--- config.mk ---
export PLATFORM = sky130hd
export DESIGN_NAME = button_event_fsm_flat
export DESIGN_NICKNAME = d
export VERILOG_FILES = /design/src/rtl/button_event_fsm_pkg.sv /design/src/rtl/button_event_fsm_if.sv /design/src/rtl/button_event_fsm_edge_pulse.sv /design/src/rtl/button_event_fsm.sv /design/src/flat_wrapper.sv
export SDC_FILE = /design/constraint.sdc
export NUM_CORES = 1
export LEC_CHECK = 0
export CORE_MARGIN = 4
export CORE_UTILIZATION = 30
export CTS_CLUSTER_DIAMETER = 30
export DETAILED_ROUTE_END_ITERATION = 6
export GPL_ROUTABILITY_DRIVEN = 0
export MAX_ROUTING_LAYER = met4
export PLACE_DENSITY_LB_ADDON = 0.1
export SLEW_MARGIN = 20
export SYNTH_ARGS = -nofsm -noshare
export SYNTH_HDL_FRONTEND = slang
export SYNTH_SLANG_ARGS = --single-unit
--- constraint.sdc ---
create_clock -name clk -period 2.8 [get_ports clk]
set_clock_uncertainty 0.15 [all_clocks]
set_input_delay 0.56 -clock clk [delete_from_list [all_inputs] [get_ports clk]]
set_output_delay 0.56 -clock clk [all_outputs]
set_load 0.02 [all_outputs]
--- src/rtl/button_event_fsm_pkg.sv ---
// button_pkg: shared types and helpers for the button event logic.
//   btn_state_t  - click/long-press state machine encoding
//   timer_width  - width of the shared event timer for a given pair of
//                  long-press and double-click windows
package button_pkg;

    typedef enum logic [2:0] {
        IDLE,
        PRESSED,
        LONG_HELD,
        WAIT_SECOND,
        SECOND_PRESSED
    } btn_state_t;

    // The timer only ever counts up to (window - 1), so clog2 of the larger
    // window is enough. Clamp to 1 bit so a degenerate window still builds.
    function automatic int timer_width(int long_cycles, int dclick_cycles);
        int m;
        m = (long_cycles > dclick_cycles) ? long_cycles : dclick_cycles;
        return (m < 2) ? 1 : $clog2(m);
    endfunction

endpackage

--- src/rtl/button_event_fsm_if.sv ---
// button_event_if: button level in, event pulses and press counter out.
//   debounce      - clean button level (driven by master)
//   clear_count   - synchronous clear of press_count (driven by master)
//   press         - pulse on debounced rising edge
//   release_evt   - pulse on debounced falling edge
//   single_click  - pulse when a short press gets no second press in time
//   double_click  - pulse, with press, on a second press inside the window
//   long_press    - pulse when a press has been held long enough
//   press_count   - wrapping count of presses
// "release" is a reserved word, hence release_evt.
interface button_event_if #(
    parameter int CNT_W = 8
);
    logic             debounce;
    logic             clear_count;
    logic             press;
    logic             release_evt;
    logic             single_click;
    logic             double_click;
    logic             long_press;
    logic [CNT_W-1:0] press_count;

    modport master (
        output debounce, clear_count,
        input  press, release_evt, single_click, double_click, long_press,
               press_count
    );

    modport slave (
        input  debounce, clear_count,
        output press, release_evt, single_click, double_click, long_press,
               press_count
    );
endinterface

--- src/rtl/button_event_fsm_edge_pulse.sv ---
// edge_pulse: two-stage level history with rise/fall detection.
//   clk, reset  - clock, async active-high reset
//   din         - level input, synchronous to clk
//   rise, fall  - combinational edge flags from the d1/d2 history
//   rise_pulse  - rise registered (one-cycle pulse)
//   fall_pulse  - fall registered (one-cycle pulse)
// d2 restarts at 0, so a level that is already high when reset drops is
// seen as a rising edge.
module edge_pulse (
    input  logic clk,
    input  logic reset,
    input  logic din,
    output logic rise,
    output logic fall,
    output logic rise_pulse,
    output logic fall_pulse
);
    logic d1, d2;

    assign rise = d1 & ~d2;
    assign fall = ~d1 & d2;

    always_ff @(posedge clk or posedge reset) begin
        if (reset) begin
            d1         <= 1'b0;
            d2         <= 1'b0;
            rise_pulse <= 1'b0;
            fall_pulse <= 1'b0;
        end else begin
            d1         <= din;
            d2         <= d1;
            rise_pulse <= rise;
            fall_pulse <= fall;
        end
    end
endmodule

--- src/rtl/button_event_fsm.sv ---
// button_event_fsm: turns a debounced button level into one-cycle events
// (press, release, single click, double click, long press) and keeps a
// wrapping press counter.
//   clk    - clock
//   reset  - async active-high reset, clears all state
//   bus    - button_event_if slave (level/clear in, pulses/count out)
// The FSM acts on the combinational rise/fall from edge_pulse, so its
// registered outputs line up with the registered press/release pulses.
module button_event_fsm
    import button_pkg::*;
#(
    parameter int LONG_CYCLES   = 50_000_000,
    parameter int DCLICK_CYCLES = 12_500_000,
    parameter int CNT_W         = 8
) (
    input  logic           clk,
    input  logic           reset,
    button_event_if.slave  bus
);
    localparam int TW = timer_width(LONG_CYCLES, DCLICK_CYCLES);
    localparam logic [TW-1:0] LONG_LAST   = TW'(LONG_CYCLES - 1);
    localparam logic [TW-1:0] DCLICK_LAST = TW'(DCLICK_CYCLES - 1);

    logic             rise, fall, press_q, release_q;
    btn_state_t       state, state_nxt;
    logic [TW-1:0]    timer, timer_nxt;
    logic             sc_nxt, dc_nxt, lp_nxt;
    logic             sc_q, dc_q, lp_q;
    logic [CNT_W-1:0] count;

    edge_pulse u_edge (
        .clk        (clk),
        .reset      (reset),
        .din        (bus.debounce),
        .rise       (rise),
        .fall       (fall),
        .rise_pulse (press_q),
        .fall_pulse (release_q)
    );

    // Timer defaults to 0 and only counts in PRESSED / WAIT_SECOND. The
    // edge checks come before the terminal-count checks so an edge landing
    // on the last cycle of a window wins.
    always_comb begin
        state_nxt = state;
        timer_nxt = '0;
        sc_nxt    = 1'b0;
        dc_nxt    = 1'b0;
        lp_nxt    = 1'b0;
        case (state)
            IDLE: begin
                if (rise) state_nxt = PRESSED;
            end
            PRESSED: begin
                if (fall) begin
                    state_nxt = WAIT_SECOND;
                end else if (timer == LONG_LAST) begin
                    state_nxt = LONG_HELD;
                    lp_nxt    = 1'b1;
                end else begin
                    timer_nxt = timer + TW'(1);
                end
            end
            LONG_HELD: begin
                if (fall) state_nxt = IDLE;
            end
            WAIT_SECOND: begin
                if (rise) begin
                    state_nxt = SECOND_PRESSED;
                    dc_nxt    = 1'b1;
                end else if (timer == DCLICK_LAST) begin
                    state_nxt = IDLE;
                    sc_nxt    = 1'b1;
                end else begin
                    timer_nxt = timer + TW'(1);
                end
            end
            SECOND_PRESSED: begin
                if (fall) state_nxt = IDLE;
            end
            default: state_nxt = IDLE;
        endcase
    end

    always_ff @(posedge clk or posedge reset) begin
        if (reset) begin
            state <= IDLE;
            timer <= '0;
            sc_q  <= 1'b0;
            dc_q  <= 1'b0;
            lp_q  <= 1'b0;
        end else begin
            state <= state_nxt;
            timer <= timer_nxt;
            sc_q  <= sc_nxt;
            dc_q  <= dc_nxt;
            lp_q  <= lp_nxt;
        end
    end

    // Clear takes effect before the increment when both land together.
    always_ff @(posedge clk or posedge reset) begin
        if (reset)                count <= '0;
        else if (rise)            count <= (bus.clear_count ? '0 : count) + CNT_W'(1);
        else if (bus.clear_count) count <= '0;
    end

    assign bus.press        = press_q;
    assign bus.release_evt  = release_q;
    assign bus.single_click = sc_q;
    assign bus.double_click = dc_q;
    assign bus.long_press   = lp_q;
    assign bus.press_count  = count;
endmodule
--- src/flat_wrapper.sv ---
// flat-port wrapper written by rule: the top's interface ports become plain ports
module button_event_fsm_flat import button_pkg::*;
#(
    parameter int LONG_CYCLES   = 50_000_000,
    parameter int DCLICK_CYCLES = 12_500_000,
    parameter int CNT_W         = 8
)
  (clk, reset, bus_debounce, bus_clear_count, bus_press, bus_release_evt, bus_single_click, bus_double_click, bus_long_press, bus_press_count);
  button_event_if #(.CNT_W(CNT_W)) bus_i ();
  input  logic clk;
  input  logic reset;
  input wire logic [$bits(bus_i.debounce)-1:0] bus_debounce;
  input wire logic [$bits(bus_i.clear_count)-1:0] bus_clear_count;
  output wire logic [$bits(bus_i.press)-1:0] bus_press;
  output wire logic [$bits(bus_i.release_evt)-1:0] bus_release_evt;
  output wire logic [$bits(bus_i.single_click)-1:0] bus_single_click;
  output wire logic [$bits(bus_i.double_click)-1:0] bus_double_click;
  output wire logic [$bits(bus_i.long_press)-1:0] bus_long_press;
  output wire logic [$bits(bus_i.press_count)-1:0] bus_press_count;
  assign bus_i.debounce = bus_debounce;
  assign bus_i.clear_count = bus_clear_count;
  assign bus_press = bus_i.press;
  assign bus_release_evt = bus_i.release_evt;
  assign bus_single_click = bus_i.single_click;
  assign bus_double_click = bus_i.double_click;
  assign bus_long_press = bus_i.long_press;
  assign bus_press_count = bus_i.press_count;
  button_event_fsm #(.LONG_CYCLES(LONG_CYCLES), .DCLICK_CYCLES(DCLICK_CYCLES), .CNT_W(CNT_W)) u_core (.clk(clk), .reset(reset), .bus(bus_i));
endmodule
Yosys cells after proc, flatten, opt, wreduce, memory -nomap -nowiden
Index checks and enable logic that the tools add are counted.
{"block": "totals", "regBits": 44, "latch_bits": 0, "ram_bits": 0, "romBits": 0, "in_bits": 4, "out_inout_bits": 13, "wordCells": 51, "n_memories": 0}
{"block": "op_classes", "n_addsub": 2, "n_mul": 0, "div": 0, "order_cmp": 0, "eq_ne": 10, "shifts": 0, "mux": 22, "n_bitwise": 4, "n_reduce_logical": 3}
{"operator": "26-bit two-way mux", "count": 4}
{"operator": "26-bit case mux with 2 select lines", "count": 1}
{"operator": "26-bit by 1-bit adder with 26-bit output, second input constant", "count": 1}
{"operator": "26-bit by 24-bit equality test with 1-bit output, second input constant", "count": 1}
{"operator": "26-bit equality test, second input constant", "count": 1}
{"operator": "3-bit two-way mux", "count": 6}
{"operator": "8-bit two-way mux", "count": 2}
{"operator": "3-bit case mux with 4 select lines", "count": 1}
{"operator": "8-bit by 1-bit adder with 8-bit output, second input constant", "count": 1}
{"operator": "1-bit two-way mux", "count": 8}
{"operator": "3-bit by 2-bit equality test with 1-bit output, second input constant", "count": 2}
{"operator": "3-bit by 2-bit inequality test with 1-bit output, second input constant", "count": 2}
{"operator": "4-bit AND reduction", "count": 1}
{"operator": "3-bit by 1-bit equality test with 1-bit output, second input constant", "count": 1}
{"operator": "3-bit equality test, second input constant", "count": 1}
{"operator": "3-bit zero test", "count": 1}
{"operator": "1-bit AND", "count": 2}
{"operator": "2-bit by 1-bit inequality test with 1-bit output, second input constant", "count": 1}
{"operator": "2-bit inequality test, second input constant", "count": 1}
{"operator": "1-bit NOT", "count": 2}
{"operator": "2-bit OR reduction", "count": 1}

Longest topological paths before layout
{"block": "logic_depth", "ltp_word": 4, "depth_mapped": 6, "ltp_nobuf": 5}

Cells and area by module
Synthesis repeated with hierarchy kept, for this count alone.
{"block": "hier_totals", "hier_cells": 207, "hier_area_um2": 2083.2}
{"mod": "button_event_fsm", "instances": 1, "cells_each": 200, "area_each_um2": 1964.4, "seq_area_each_um2": 1001.0}
{"mod": "edge_pulse", "instances": 1, "cells_each": 7, "area_each_um2": 118.9, "seq_area_each_um2": 100.1}

Least setup slack after synthesis
No wires, ideal clock.
{"block": "synth_timing", "kind": "reg-to-reg", "start": "register u_core.timer[6]", "end": "register u_core.timer[0]", "setup_ns": 0.133, "t_arrival_ns": 1.877, "slack_ns": 0.640, "path_stages_with_launch": 6, "n_path_buf": 1, "period_less_slack_ns": 2.160, "path_cell_list": "dfrtp_1 -> or4_1 -> or4_4 -> o21ai_4 -> buf_2 -> a21oi_1"}
{"block": "synth_via", "elab_chain_cells": 4, "elab_cells_between_ends": 7}
{"element": "from (decl)", "line_no": "button_event_fsm.sv:26", "rtl": "logic [TW-1:0] timer, timer_nxt;"}
{"element": "from (signal assigned)", "line_no": "button_event_fsm.sv:94", "rtl": "timer <= timer_nxt;"}
{"element": "26-bit by 24-bit equality test with 1-bit output or 26-bit equality test (tied branches)", "line_no": "button_event_fsm.sv:71, button_event_fsm.sv:57"}
{"element": "26-bit two-way mux (on tied branches)", "line_no": "button_event_fsm.sv:71, button_event_fsm.sv:57"}
{"element": "26-bit two-way mux (on tied branches)", "line_no": "button_event_fsm.sv:68, button_event_fsm.sv:55"}
{"element": "26-bit case mux with 2 select lines *", "line_no": "button_event_fsm.sv:50", "rtl": "case (state)"}
{"element": "named net u_core.timer_nxt[0]", "line_no": "button_event_fsm.sv:26"}
The timed path passes the listed nets; every way through them passes the cells marked *.
A chain may end at the register's enable or synchronous reset.

Worst setup path in the final report
{"block": "layout_timing", "start": "register u_core.timer[5]", "end": "register u_core.timer[20]"}
{"block": "layout_via", "elab_chain_cells": 4, "elab_cells_between_ends": 8}
{"element": "26-bit by 1-bit adder with 26-bit output, or another cell as far along", "line_no": "button_event_fsm.sv:61, button_event_fsm.sv:75"}
{"element": "26-bit two-way mux (on tied branches)", "line_no": "button_event_fsm.sv:71, button_event_fsm.sv:57"}
{"element": "26-bit two-way mux (on tied branches)", "line_no": "button_event_fsm.sv:68, button_event_fsm.sv:55"}
{"element": "26-bit case mux with 2 select lines *", "line_no": "button_event_fsm.sv:50"}
{"element": "named net u_core.timer_nxt[20]", "line_no": "button_event_fsm.sv:26"}
Marks and branches as above.

==> impl_metrics.json <==
{
  "cts_buffers": 5,
  "async_reset_ff_share_pct": 100,
  "cts_tree": "done",
  "cts.sinks": 44,
  "setup_slack_ns": 0.517,
  "arrival_ns": 2.32,
  "max_stage_delay_ns": 0.52,
  "syn_avg_cell_area_um2": 10.5,
  "tightest_slew_ns": 0.501,
  "fp.dieW_um": 95.2,
  "maxCapViolCount": 0,
  "drc": 0,
  "vias": 1773,
  "cts_buffer_depth": 2,
  "setup_tns_ns": 0,
  "die_h_um": 95.2,
  "row_count": 31,
  "min_period_over_period_pct": 81.5,
  "ant_nets": 0,
  "drv_slew": 0,
  "min_period_ns": 2.28,
  "hold_buffers": 0,
  "hold_violations": 0,
  "cts_root_buf": "clkbuf_8",
  "grt_pass1_vias": 1686,
  "syn_inst": 217,
  "synthSimpleGateAreaFrac_pct": 25.9,
  "via_per_inst": 5.17,
  "holdWs_ns": 0.332,
  "post_cts_buffers": 0,
  "io_pins": 17,
  "grt_max_degree": 24,
  "grt_setup_unrepaired": "false",
  "powerDensity_nw_per_um2": 536,
  "die-area_um2": 9060,
  "synth-edff-count": 0,
  "power.total_mw": 1.46,
  "synth_nets": 223,
  "setup_viol": 0,
  "clk_pin_slew_ns": 0.09,
  "fin_nets": 249,
  "dp_hpwl_um": 3680,
  "synth-seq-cells": 44,
  "grt_pass1_wl_um": 8650,
  "relSlewSlack_pct": 66.6,
  "cts_resized": 0,
  "port_buffers": 16,
  "endpoint_kind": "flip-flop",
  "layout_commonest_cell": "dfrtp_1",
  "area_growth_pct": 19.7,
  "cts_max_level": 2,
  "yosysSeqAreaShare_pct": 48.3,
  "crit_path_start_kind": "flip-flop",
  "synth.distinct_cells": 53,
  "design.core.area_um2": 7330,
  "final_cell_mix": "dfrtp_1, clkdlybuf4s50_1, nand2_1",
  "drive_gt1_share_pct": 14.3,
  "path_buf_inv": 1,
  "wl_per_cell_um": 15.1,
  "grt_usage_pct": 12.6,
  "fill_cells": 726,
  "required_ns": 2.83,
  "synth_flop_cell": "dfrtp_1",
  "cp_cell_sequence": "or4_1, or4_4, o21ai_4, buf_4, o2bb2a_1",
  "dr.pass1.iters": 4,
  "antenna_found_initial": 0,
  "synthAdderAreaFrac_pct": 1.10,
  "synth_area_um2": 2280,
  "synth_top_family_by_area": "simple AND/OR/NAND/NOR gates",
  "clock_latency_ns": 0.30,
  "ys_warn_count": 0,
  "start_util_pct": 31.1,
  "run_status": "completed",
  "synth_compound_area_share_pct": 14.1,
  "leakagePower_nw": 1.03,
  "drt_iter0_drc": 81,
  "synth-xor-area-share_pct": 7.30,
  "crit_family": "simple AND/OR/NAND/NOR gates",
  "vdd_ir_drop_max_mv": 0.183,
  "worstSetupPathType": "reg -> reg",
  "wl_um": 5170,
  "hold_path_class": "reg -> reg",
  "yosys-mux-area-fraction_pct": 0.933,
  "cpMaxStageDelayCell": "or4_1",
  "dp_slack_ns": 0.521,
  "path_max_fanout": 13,
  "diodes": 0,
  "overflow": 0,
  "fmax_ghz": 0.438
}
==> flip-flops by register name, summed over array words and instances (netlist names) <==
signal                    count
u_core.bus.long_press         1
u_core.bus.press_count        8
u_core.u_edge.d1              1
u_core.u_edge.fall_pulse      1
u_core.bus.double_click       1
u_core.timer                 26
u_core.u_edge.d2              1
u_core.u_edge.rise_pulse      1
u_core.state                  3
u_core.bus.single_click       1
==> through the flow <==
step	utilization, %	instance area (um^2)	std cells
after floorplan	-	2280	217
after global placement	35.6	2610	335
after detailed placement	35.6	2610	335
after CTS	37.2	2730	343
after global routing	37.2	2730	343
final	37.2	2730	343
==> final timing paths <==
check / startpoint / slack (ns) / endpoint / depth (start not counted)
hold reg to reg: u_core.u_edge.d1 / 0.33 / u_core.u_edge.d2 / 0
hold / removal: u_core.u_edge.d1 / 0.33 / u_core.u_edge.d2 / 0
setup reg to reg: u_core.timer[5] / 0.52 / u_core.timer[20] / 5
setup / recovery: u_core.timer[5] / 0.52 / u_core.timer[20] / 5
max in group asynchronous: reset / 1.55 / u_core.timer[11] / 3
min in group asynchronous: reset / 0.45 / u_core.bus.press_count[0] / 2
==> per-layer routing <==
layer	routed length, um	GRT usage (%)	vias to the layer above
li1	-	-	875
met1	2540	17.8	860
met2	2350	18.2	34
met3	215	2.60	4
met4	59	3.97	0
met5	0	-	-
==> cell type report <==
type / instances / area (um^2) / share of cell area (%)
multi-input combinational: 163 / 1120 / 41.2
sequential: 44 / 1100 / 40.3
timing repair buffer: 26 / 248 / 9.07
tap: 99 / 124 / 4.54
clock buffer: 6 / 82.6 / 3.02
clock inverter: 2 / 38.8 / 1.42
inverter: 3 / 11.3 / 0.412
==> Yosys cell counts, types with 3 or more instances <==
cell / count / area share (%)
nor2_1: 10 / 1.6
or4_1: 6 / 2.0
clkbuf_1: 3 / 0.49
or3_1: 5 / 1.4
nand4_1: 11 / 3.0
nor4_1: 3 / 0.82
nor3_1: 3 / 0.66
nand3_1: 11 / 2.4
and4_1: 4 / 1.5
nand2_1: 13 / 2.1
a21oi_1: 12 / 2.6
xor2_1: 11 / 4.2
xnor2_1: 8 / 3.1
dfrtp_1: 44 / 48
o31ai_1: 5 / 1.6
or4_4: 4 / 2.0
nor2b_1: 5 / 1.4
inv_1: 3 / 0.49
a22oi_1: 10 / 3.3
o21ai_0: 6 / 1.3
==> logic make-up after synthesis <==
group	count (synthesis)
AOI/OAI and AO/OA	45
xor gates and xnor gates	19
adders and majority gates	2
buffers and inverters	10
DFF	44
muxes	2
and+or+nand+nor	95
==> worst reg2reg max path, cell delays in order (launching register included) <==
cell      delay [ns]
dfrtp_1         0.47
or4_1           0.52
or4_4           0.45
o21ai_4         0.14
buf_4           0.21
o2bb2a_1        0.23
==> where the power goes <==
| part | switching (mW) | internal [mW] |
|---|---|---|
| clock network | 0.223 | 0.292 |
| logic | 0.148 | 0.0967 |
| registers | 0.0363 | 0.668 |
Power figures use the tool's default switching activity.
